<file path="config.mk">
export PLATFORM = sky130hd
export DESIGN_NAME = shared_reg_arbiter
export DESIGN_NICKNAME = d
export VERILOG_FILES = /design/src/rtl/shared_reg_arbiter.sv
export SDC_FILE = /design/constraint.sdc
export NUM_CORES = 1
export LEC_CHECK = 0
export BUFFER_PORTS_ARGS = -buffer_cell sky130_fd_sc_hd__buf_2
export CAP_MARGIN = 0
export CORE_UTILIZATION = 41
export CTS_CLUSTER_SIZE = 10
export DETAILED_ROUTE_END_ITERATION = 10
export PLACE_DENSITY = 0.82
export SETUP_SLACK_MARGIN = 0.2
export SYNTH_ARGS = -nofsm -noshare
export SYNTH_HDL_FRONTEND = slang
export SYNTH_SLANG_ARGS = --single-unit
</file>
<file path="constraint.sdc">
create_clock -name clk -period 2.1 [get_ports clk]
set_clock_uncertainty 0.15 [all_clocks]
set_input_delay 0.42 -clock clk [delete_from_list [all_inputs] [get_ports clk]]
set_output_delay 0.42 -clock clk [all_outputs]
set_load 0.02 [all_outputs]
</file>
<file path="src/rtl/shared_reg_arbiter.sv">
// shared_reg_arbiter
//   Round-robin arbiter and write sequencer for one shared WIDTH-bit register.
//   Each transaction takes three cycles: IDLE picks a winner, GRANT loads the
//   winner's data into q (or aborts if the winner dropped req), and ACK
//   pulses the winner's ack while q shows the new value.
//
// Ports
//   clk      clock, all state updates on the rising edge
//   rst      asynchronous active-low reset
//   req      [NREQ]         per-requester level write request
//   wdata    [NREQ*WIDTH]   requester i data at [i*WIDTH +: WIDTH]
//   gnt      [NREQ]         registered one-hot grant, high during GRANT
//   ack      [NREQ]         registered one-hot ack, high during ACK
//   q        [WIDTH]        shared register contents
//   q_owner  [$clog2(NREQ)] index of the last requester that wrote q
//   busy                    high whenever the sequencer is not in IDLE
module shared_reg_arbiter #(
    parameter int NREQ  = 4,
    parameter int WIDTH = 8,
    localparam int PW   = $clog2(NREQ)
) (
    input  logic                  clk,
    input  logic                  rst,
    input  logic [NREQ-1:0]       req,
    input  logic [NREQ*WIDTH-1:0] wdata,
    output logic [NREQ-1:0]       gnt,
    output logic [NREQ-1:0]       ack,
    output logic [WIDTH-1:0]      q,
    output logic [PW-1:0]         q_owner,
    output logic                  busy
);

    typedef enum logic [1:0] {IDLE, GRANT, ACK} state_t;

    state_t          state, state_nxt;
    logic [PW-1:0]   ptr;       // highest-priority requester
    logic [PW-1:0]   win;       // winner latched for the GRANT cycle
    logic [PW-1:0]   scan_idx;
    logic            scan_hit;
    logic            do_write;
    logic            do_grant;
    int              idx;

    // Round-robin scan: first set req bit at or above ptr, wrapping to 0.
    always_comb begin
        scan_idx = '0;
        scan_hit = 1'b0;
        idx      = 0;
        for (int k = 0; k < NREQ; k++) begin
            idx = int'(ptr) + k;
            if (idx >= NREQ)
                idx = idx - NREQ;
            if (!scan_hit && req[idx]) begin
                scan_hit = 1'b1;
                scan_idx = PW'(idx);
            end
        end
    end

    always_ff @(posedge clk or negedge rst) begin
        if (!rst)
            state <= IDLE;
        else
            state <= state_nxt;
    end

    always_comb begin
        state_nxt = state;
        do_write  = 1'b0;
        do_grant  = 1'b0;
        case (state)
            IDLE: begin
                if (scan_hit) begin
                    do_grant  = 1'b1;
                    state_nxt = GRANT;
                end
            end
            GRANT: begin
                // Winner must still be requesting; otherwise abort with no
                // write and no pointer movement.
                if (req[win]) begin
                    do_write  = 1'b1;
                    state_nxt = ACK;
                end else begin
                    state_nxt = IDLE;
                end
            end
            ACK:     state_nxt = IDLE;
            default: state_nxt = IDLE;
        endcase
    end

    // gnt and ack are each live for exactly one state, so they are simply
    // recomputed every edge and fall back to zero.
    always_ff @(posedge clk or negedge rst) begin
        if (!rst) begin
            gnt     <= '0;
            ack     <= '0;
            q       <= '0;
            q_owner <= '0;
            ptr     <= '0;
            win     <= '0;
        end else begin
            gnt <= do_grant ? (NREQ'(1) << scan_idx) : '0;
            ack <= do_write ? (NREQ'(1) << win) : '0;
            if (do_grant)
                win <= scan_idx;
            if (do_write) begin
                q       <= wdata[win*WIDTH +: WIDTH];
                q_owner <= win;
                ptr     <= (win == PW'(NREQ-1)) ? '0 : win + PW'(1);
            end
        end
    end

    assign busy = (state != IDLE);

endmodule

</file>
==> results.py, run 1 <==
metrics = {
    "status": {
        "outcome": "complete, but fails checks",
        "violations": "design-rule violations",
    },
    "layout": {
        "layout_common_cells": "buf_2 (56), dfrtp_1 (24), mux2_2 (8)",
        "diodes": 0,
        "final_common_cell": "buf_2",
        "drive_above_1_share_pct": 58.8,
        "syn2layout_area_growth_pct": 31.0,
        "multiInputGateArea_um2": 619,
        "layout.nets": 196,
        "n_fill_cell": 246,
        "regArea_um2": 601,
    },
    "worst_hold_path": {
        "hp-start": "q_owner[1]$_DFFE_PN0P_",
        "hold_path_end": "q_owner[1]$_DFFE_PN0P_",
        "hold_class": "flop to flop",
        "hold_depth": 2,
    },
    "clock_network": {
        "clock-sinks": 24,
        "insertion_delay_ns": 0.31,
        "htreeDepth": 1,
        "ctsRootBufferMaster": "clkbuf_4",
        "clkTransAtPathRegs_ns": 0.13,
        "numCtsBuffers": 3,
        "clock_path_buffers": 2,
        "cts_tree": "built",
    },
    "drt": {
        "ant_nets": 0,
        "viasPerCell": 5.30,
        "routed_wl_mm": 2.67,
        "first_pass_iters": 7,
        "drc": 7,
        "num_vias": 975,
        "avgRoutedWirePerCell_um": 14.5,
        "drtIter0Drc": 42,
    },
    "worst_setup_path": {
        "r2r_slack_ns": 0.23,
        "cp.required_ns": 2.15,
        "critPathKind": "flop to flop",
        "endpoint_kind": "flop",
        "critical_path.max_fanout": 8,
        "r2r-start": "win[0]$_DFFE_PN0P_",
        "worstPathArrival_ns": 1.93,
        "reg2reg_depth": 4,
        "rr_endpoint": "ptr[1]$_DFFE_PN0P_",
        "start_kind": "flop",
    },
    "yosys": {
        "synthDistinctLibCells": 31,
        "synth_edf_count": 0,
        "yosys_warnings": 0,
        "ys_dominant_reg_cell": "dfrtp_1",
        "synth.area.top_cells": "dfrtp_1 (48%), mux4_2 (13%), mux2_2 (7.2%), mux2_4 (6.0%), ha_1 (4.0%)",
        "synthDominantCellAreaShare_pct": 47.7,
        "synth_largest_area_cell": "dfrtp_1",
        "synth_seq_cells": 24,
        "seq_area_frac_synth_pct": 47.7,
        "async_reset_ff_share_pct": 100,
        "synth_area_mm2": 0.00126,
        "syn_nets": 131,
        "syn_avg_cell_area_um2": 14.1,
        "syn_inst": 89,
    },
    "pwr": {
        "p_leak_nw": 0.850,
        "ir_drop_mv": 0.633,
        "powerDensity_mw_per_mm2": 1410,
    },
    "die": {
        "dieArea_mm2": 0.00330,
        "rows": 19,
        "die_y_um": 57.4,
        "start_util_pct": 44.5,
        "die_w_um": 57.4,
        "ios": 57,
        "core_region_area_mm2": 0.00283,
    },
    "timing": {
        "slew_violations": 0,
        "min_period_over_period_pct": 89.2,
        "finalCriticalPeriod_ns": 1.87,
        "worst_slew_pin_slew_ns": 0.521,
        "setup_viol": 0,
        "fin_setup_tns_ns": 0,
        "final_hold_viol_count": 0,
        "timing.fmax_mhz": 534,
        "rsz0062_at_grt": "yes",
        "max-slew-margin-rel_pct": 65.2,
        "hold_ws_ns": 0.335,
    },
    "placement": {
        "place.detailed.hpwl_mm": 1.93,
        "finalWeightedCongestion": 0.744,
        "port_buffers": 56,
    },
    "grt": {
        "antenna_found_initial": 0,
        "grt_max_degree": 25,
        "grt_pass1_vias": 895,
        "grtUsageTotal_pct": 16.7,
        "grt_pass1_wl_mm": 4.18,
        "grt_overflow_total": 0,
    },
    "run": {
        "cap_violations": 0,
    },
}
## metal layers
| metal | share of wire (%) | global-route usage, % | wire length (um) |
|---|---|---|---|
| met5 | 0 | 0 | 0 |
| met4 | 1.7 | 7.32 | 46 |
| met3 | 8.1 | 2.27 | 217 |
| met2 | 48 | 28.6 | 1280 |
| met1 | 42 | 21.1 | 1130 |
## sequential cells by signal, indices dropped and copies added (netlist names)
name	count
ack	4
state	2
win	2
gnt	4
q	8
q_owner	2
ptr	2
## timing repair
item,4_1_cts,5_1_grt
buffers inserted,0,3
gates resized for setup,1,0
pin swaps,0,1
hold buffers,1,0
setup endpoints to repair,6,11
endpoints found under the hold margin,24,0
gates cloned,0,1
## kinds of logic after synthesis
logic type | Yosys count | synth area share (%)
mux | 22 | 28.5
fa+ha+maj | 4 | 3.98
buf+inv | 9 | 4.67
flops | 24 | 47.7
simple gates | 24 | 11.5
compound gates | 6 | 3.58
## worst max-delay path, stage by stage (launching register included)
cell and delay [ns]:
dfrtp_1 0.43, mux2i_1 0.14, or4b_4 0.56, nand2_8 0.14, mux2_2 0.34
## cell type report
class / count / share of cell area [%]
multi-input cells: 57 / 37.6
flip-flops and latches: 24 / 36.4
repair buffers: 63 / 20.3
well taps: 31 / 2.35
clock buffers: 4 / 2.20
inverters: 5 / 1.14
## synthesized netlist by cell type (all sizes together) (2+ instances only)
cell and count:
inv 5, nand2 6, mux4 8, nor2 4, o21ai 2, mux2 13
dfrtp 24, ha 4, buf 3, and2 4
## how the worst max path moves through the flow
stage / from / end / slack, ns / cells past startpoint
after floorplan: win[0]$_DFFE_PN0P_ / q[1]$_DFFE_PN0P_ / 0.17 / 6
after global placement: req[1] / q_owner[0]$_DFFE_PN0P_ / 0.16 / 5
after detailed placement: req[1] / ptr[1]$_DFFE_PN0P_ / 0.10 / 5
after CTS: win[0]$_DFFE_PN0P_ / ptr[1]$_DFFE_PN0P_ / 0.21 / 5
after global routing: win[0]$_DFFE_PN0P_ / ptr[1]$_DFFE_PN0P_ / 0.17 / 4
final: win[0]$_DFFE_PN0P_ / ptr[1]$_DFFE_PN0P_ / 0.23 / 4
## through the flow
stage | worst slack (ns) | area (um2) | cells | util [%] | total power (W)
after floorplan | 0.171 | 1260 | 89 | - | 0.00173
after global placement | 0.162 | 1560 | 175 | 55.2 | 0.00198
after detailed placement | 0.105 | 1560 | 175 | 55.2 | 0.00204
after CTS | 0.213 | 1620 | 180 | 57.1 | 0.00229
after global routing | 0.168 | 1650 | 184 | 58.3 | 0.00250
final | 0.226 | 1650 | 184 | 58.3 | 0.00233
## where the power goes
part | internal [W] | switching (W)
Sequential | 0.000660 | 0.000118
Clock | 0.000106 | 0.000131
Combinational | 0.000655 | 0.000657
Total | 0.00142 | 0.000906
No activity file was read; power rests on OpenSTA's default activity.
==> run 2: changes to the inputs <==
- BUFFER_PORTS_ARGS: -buffer_cell sky130_fd_sc_hd__buf_2 -> -buffer_cell sky130_fd_sc_hd__buf_4
==> results.py, run 2 (synthesized netlist as in run 1, its figures left out) <==
metrics = {
    "status": {
        "outcome": "complete, but fails checks",
        "violations": "design-rule violations",
    },
    "layout": {
        "reg_top3": "q: 8 flops, ack: 4 flops, gnt: 4 flops",
        "final_common_cell": "buf_4",
        "final_core_util_pct": 62.7,
        "regMostFlops": "q",
        "drive_above_1_share_pct": 58.3,
        "syn2layout_area_growth_pct": 41.0,
        "layout_common_cells": "buf_4 (60), dfrtp_1 (24), mux2_2 (8)",
        "layout.nets": 194,
        "n_fill_cell": 231,
        "diodes": 0,
        "largest_reg_flops": 8,
    },
    "worst_setup_path": {
        "endpoint_kind": "flop",
        "worstPathCellList": "mux2i_1 -> or4b_4 -> nand2_8 -> mux2_2",
        "crit_slowest_cell": "or4b_4",
        "worstPathArrival_ns": 1.91,
        "start_kind": "flop",
        "cpPeakStageDelay_ns": 0.55,
        "cp.required_ns": 2.16,
        "critical_path.max_fanout": 8,
        "critPathKind": "flop to flop",
    },
    "timing": {
        "worst_slew_pin_slew_ns": 0.334,
        "max-slew-margin-rel_pct": 77.6,
        "timing.fmax_mhz": 541,
        "min_period_over_period_pct": 88.0,
        "finalCriticalPeriod_ns": 1.85,
        "fin_setup_tns_ns": 0,
        "slew_violations": 0,
        "final_hold_viol_count": 0,
        "layout_setup_ws_ns": 0.253,
        "hold_ws_ns": 0.379,
        "setup_viol": 0,
        "rsz0062_at_grt": "no",
    },
    "pwr": {
        "p_leak_nw": 0.881,
        "powerDensity_mw_per_mm2": 1360,
        "ir_drop_mv": 0.539,
    },
    "die": {
        "ios": 57,
        "core_region_area_mm2": 0.00283,
        "dieArea_mm2": 0.00330,
        "die_y_um": 57.4,
        "die_w_um": 57.4,
        "start_util_pct": 44.5,
        "rows": 19,
    },
    "grt": {
        "grt_max_degree": 25,
        "antenna_found_initial": 0,
        "grt_pass1_vias": 960,
        "grt_overflow_total": 0,
        "grtUsageTotal_pct": 17.2,
        "grt_pass1_wl_mm": 4.30,
    },
    "drt": {
        "ant_nets": 0,
        "drc": 7,
        "first_pass_iters": 7,
        "drtIter0Drc": 39,
        "num_vias": 966,
        "routed_wl_mm": 2.64,
        "avgRoutedWirePerCell_um": 14.5,
        "viasPerCell": 5.31,
    },
    "clock_network": {
        "clock-sinks": 24,
        "clock_path_buffers": 2,
        "numCtsBuffers": 3,
        "cts_tree": "built",
        "clkTransAtPathRegs_ns": 0.13,
        "insertion_delay_ns": 0.31,
        "htreeDepth": 1,
        "ctsRootBufferMaster": "clkbuf_4",
    },
    "worst_hold_path": {
        "hold_class": "primary input to asynchronous set/reset pin",
    },
    "run": {
        "cap_violations": 0,
    },
    "placement": {
        "pre_cts_ws_ns": 0.134,
        "port_buffers": 56,
        "place.detailed.hpwl_mm": 2.01,
        "finalWeightedCongestion": 0.749,
    },
}
[run 2: cell types whose count changed in the layout (fill, tap and decap cells not counted)]
cell,delta
buf_2,-56
buf_4,+54
[run 2: final cells by class]
cell class,count,area [um2],share of cell area [%]
Tap cell,31,38.8,2.19
Timing Repair Buffer,61,460,26.0
Inverter,5,18.8,1.06
Sequential cell,24,601,33.9
Clock buffer,4,36.3,2.05
Multi-Input combinational cell,57,619,34.9
[run 2: critical path, delay by kind of cell, from the launching register on]
| kind | cells | cell delay [ns] |
|---|---|---|
| multiplexers | 2 | 0.48 |
| AND/OR/NAND/NOR | 2 | 0.69 |
| flip-flops | 1 | 0.43 |
[run 2: final timing paths]
path,start,end,slack (ns),depth (start not counted)
max in group asynchronous,rst,win[1]$_DFFE_PN0P_,1.19,2
min in group clk,q[6]$_DFFE_PN0P_,q[6]$_DFFE_PN0P_,0.38,1
setup / recovery,win[0]$_DFFE_PN0P_,q[0]$_DFFE_PN0P_,0.25,4
hold reg to reg,q[6]$_DFFE_PN0P_,q[6]$_DFFE_PN0P_,0.38,1
hold / removal,rst,ack[1]$_DFF_PN0_,0.38,2
setup reg to reg,win[0]$_DFFE_PN0P_,q[0]$_DFFE_PN0P_,0.25,4
[run 2: through the flow]
stage / cell area [um2] / total power (W) / instances
6_report: 1770 / 0.00240 / 182
5_1_grt: 1770 / 0.00257 / 182
4_1_cts: 1750 / 0.00238 / 180
3_5_place_dp: 1700 / 0.00215 / 175
3_3_place_gp: 1700 / 0.00210 / 175
2_1_floorplan: 1260 / 0.00173 / 89
[run 2: what timing repair did]
item / 4_1_cts / 5_1_grt
hold endpoints to repair: 24 / 0
buffers inserted: 0 / 1
pin swaps: 0 / 1
cloned: 0 / 1
gates resized for setup: 0 / 1
setup endpoints to repair: 1 / 10
hold buffers: 1 / 0
[run 2: power breakdown]
part           leakage (nW)  switching, W  internal [W]
clock network        0.0210      0.000134      0.000106
registers             0.301      0.000128      0.000661
logic                 0.559      0.000641      0.000735
total                 0.881      0.000903       0.00150
[run 2: layer usage]
layer  vias to the layer above  global-route usage [%]  part of all wire, %
met5                         -                       0                    0
met4                         0                    7.32                  1.0
met3                         2                    2.49                  8.5
met2                        46                    30.4                   50
met1                       468                    20.8                   40
li1                        450                       -                    -
==> run 3: changes to the inputs <==
- ABC_AREA: not set -> 1
- CORE_UTILIZATION: 41 -> 44
- PLACE_DENSITY: 0.82 -> 0.84
==> results.py, run 3 <==
metrics = {
    "layout": {
        "syn2layout_area_growth_pct": 33.7,
        "n_fill_cell": 285,
        "final_common_cell": "nand2_1",
        "multiInputGateArea_um2": 773,
        "largest_reg_flops": 8,
        "diodes": 0,
        "regArea_um2": 602,
        "layout_common_cells": "nand2_1 (62), buf_4 (61), nor2_1 (33)",
        "reg_top3": "q: 8 flops, ack: 4 flops, gnt: 4 flops",
        "fin_area_mm2": 0.00198,
        "regMostFlops": "q",
        "layout.nets": 311,
        "drive_above_1_share_pct": 32.6,
    },
    "drt": {
        "drtIter0Drc": 88,
        "routed_wl_mm": 3.47,
        "drc": 0,
        "ant_nets": 0,
        "avgRoutedWirePerCell_um": 11.2,
        "first_pass_iters": 4,
        "viasPerCell": 4.85,
        "num_vias": 1507,
    },
    "yosys": {
        "synth_simple_gate_area_share_pct": 36.3,
        "synth_xor_area_share_pct": 0,
        "synthDominantCellAreaShare_pct": 40.5,
        "seq_area_frac_synth_pct": 40.5,
        "synth_top_family_by_area": "simple AND/OR/NAND/NOR gates",
        "synth.area.top_cells": "dfrtp_1 (40%), nand2_1 (16%), nor2_1 (8.3%), o21ai_0 (7.1%), nand2_2 (6.3%)",
        "synth_compound_area_share_pct": 12.4,
        "synth_seq_cells": 24,
        "synth_fa_ha_area_share_pct": 3.37,
        "yosysMostFrequentCell": "nand2_1",
        "async_reset_ff_share_pct": 100,
        "yosys_warnings": 0,
        "syn_inst": 210,
        "ys_dominant_reg_cell": "dfrtp_1",
        "synthDistinctLibCells": 20,
        "syn_nets": 252,
        "synth_edf_count": 0,
        "synth_commonest_cells": "nand2_1 (62), nor2_1 (33), dfrtp_1 (24), o21ai_0 (21), nand2_2 (15)",
        "synth_largest_area_cell": "dfrtp_1",
        "syn_avg_cell_area_um2": 7.07,
        "synth_area_mm2": 0.00148,
        "muxShareOfSynthArea_pct": 0,
    },
    "clock_network": {
        "postCtsSetupRepairBufs": 0,
        "numCtsBuffers": 3,
        "cts_tree": "built",
        "clock-sinks": 24,
        "clock_path_buffers": 2,
        "insertion_delay_ns": 0.30,
        "clkTransAtPathRegs_ns": 0.12,
        "ctsRootBufferMaster": "clkbuf_4",
        "htreeDepth": 1,
    },
    "placement": {
        "placed_area_mm2": 0.00195,
        "finalWeightedCongestion": 0.842,
        "pre_cts_ws_ns": 0.282,
        "port_buffers": 56,
        "place.detailed.hpwl_mm": 2.69,
    },
    "worst_setup_path": {
        "start_kind": "flop",
        "critPathKind": "flop to flop",
        "worstPathArrival_ns": 1.83,
        "cp.required_ns": 2.16,
        "critical_path.max_fanout": 11,
        "endpoint_kind": "flop",
        "r2r_slack_ns": 0.33,
    },
    "grt": {
        "grtUsageTotal_pct": 22.5,
        "grt_pass1_wl_mm": 5.99,
        "grt_max_degree": 25,
        "grt_overflow_total": 0,
        "grt_pass1_vias": 1351,
        "antenna_found_initial": 0,
    },
    "die": {
        "dieArea_mm2": 0.00361,
        "die_w_um": 60.1,
        "ios": 57,
        "die_y_um": 60.1,
        "core_region_area_mm2": 0.00313,
        "start_util_pct": 47.4,
        "rows": 20,
    },
    "pwr": {
        "powerDensity_mw_per_mm2": 1470,
        "p_leak_nw": 1.09,
        "ir_drop_mv": 0.634,
    },
    "timing": {
        "layout_setup_ws_ns": 0.328,
        "slew_violations": 0,
        "fin_setup_tns_ns": 0,
        "finalCriticalPeriod_ns": 1.77,
        "worst_slew_pin_slew_ns": 0.519,
        "rsz0062_at_grt": "no",
        "final_hold_viol_count": 0,
        "setup_viol": 0,
        "max-slew-margin-rel_pct": 65.3,
        "min_period_over_period_pct": 84.4,
        "timing.fmax_mhz": 564,
    },
    "run": {
        "cap_violations": 0,
    },
    "worst_hold_path": {
        "hold_class": "primary input to flop",
    },
    "status": {
        "outcome": "finished, final reports clean",
    },
}
-- run 3: final timing paths --
kind / from / endpoint / cells after the start
setup / recovery: ptr[0]$_DFFE_PN0P_ / win[1]$_DFFE_PN0P_ / 10
hold / removal: wdata[1] / q[1]$_DFFE_PN0P_ / 5
setup reg to reg: ptr[0]$_DFFE_PN0P_ / win[1]$_DFFE_PN0P_ / 10
hold reg to reg: q[0]$_DFFE_PN0P_ / q[0]$_DFFE_PN0P_ / 2
max in group asynchronous: rst / ptr[0]$_DFFE_PN0P_ / 2
min in group asynchronous: rst / q[5]$_DFFE_PN0P_ / 2
-- run 3: layout make-up --
| type | instances | area share, % |
|---|---|---|
| Sequential cell | 24 | 30.3 |
| Multi-Input combinational cell | 161 | 39.0 |
| Tap cell | 44 | 2.77 |
| Clock buffer | 3 | 1.13 |
| Timing Repair Buffer | 62 | 23.6 |
| Inverter | 17 | 3.22 |
-- run 3: cells by family (layout without fill, tap and decap cells) --
| kind of cell | after synthesis | count (layout) |
|---|---|---|
| compound gates | 34 | 34 |
| fa+ha+maj | 4 | 4 |
| buf+inv | 25 | 82 |
| flops | 24 | 24 |
| simple gates | 123 | 123 |
-- run 3: timing repair --
action / 4_1_cts / 5_1_grt
hold endpoints to repair: 24 / 0
gates resized for setup: 0 / 1
hold buffers: 1 / 0
endpoints found under the setup margin: 0 / 6
-- run 3: stage by stage --
step / hold WS (ns) / util [%] / std cells / power, W
6_report: 0.319 / 63.4 / 311 / 0.00291
5_1_grt: 0.323 / 63.4 / 311 / 0.00321
4_1_cts: 0.305 / 63.4 / 311 / 0.00292
3_5_place_dp: 0.184 / 62.4 / 307 / 0.00272
3_3_place_gp: 0.182 / 62.4 / 307 / 0.00268
2_1_floorplan: -0.0256 / - / 210 / 0.00217
-- run 3: metal layers --
layer  track usage, %  wire length, um  vias up
met5                0                0        -
met4             8.64               27        0
met3             2.81              154        2
met2             36.0             1670       58
met1             30.9             1620      666
li1                 -                -      781
-- run 3: worst max-delay path, stage by stage, from the launching register on --
cell and delay (ns):
dfrtp_2 0.51, inv_2 0.16, nand2_1 0.10, nand3_1 0.16, nand2_4 0.09, nor2_4 0.13
nand3_2 0.08, nand2_2 0.09, inv_2 0.07, nand2_2 0.07, nand2_1 0.05
-- run 3: report_power, final --
part | switching, W | internal [W] | leakage, nW
registers | 0.000163 | 0.000658 | 0.307
logic | 0.00118 | 0.000719 | 0.767
clock network | 0.000126 | 0.0000669 | 0.0138
total | 0.00147 | 0.00144 | 1.09
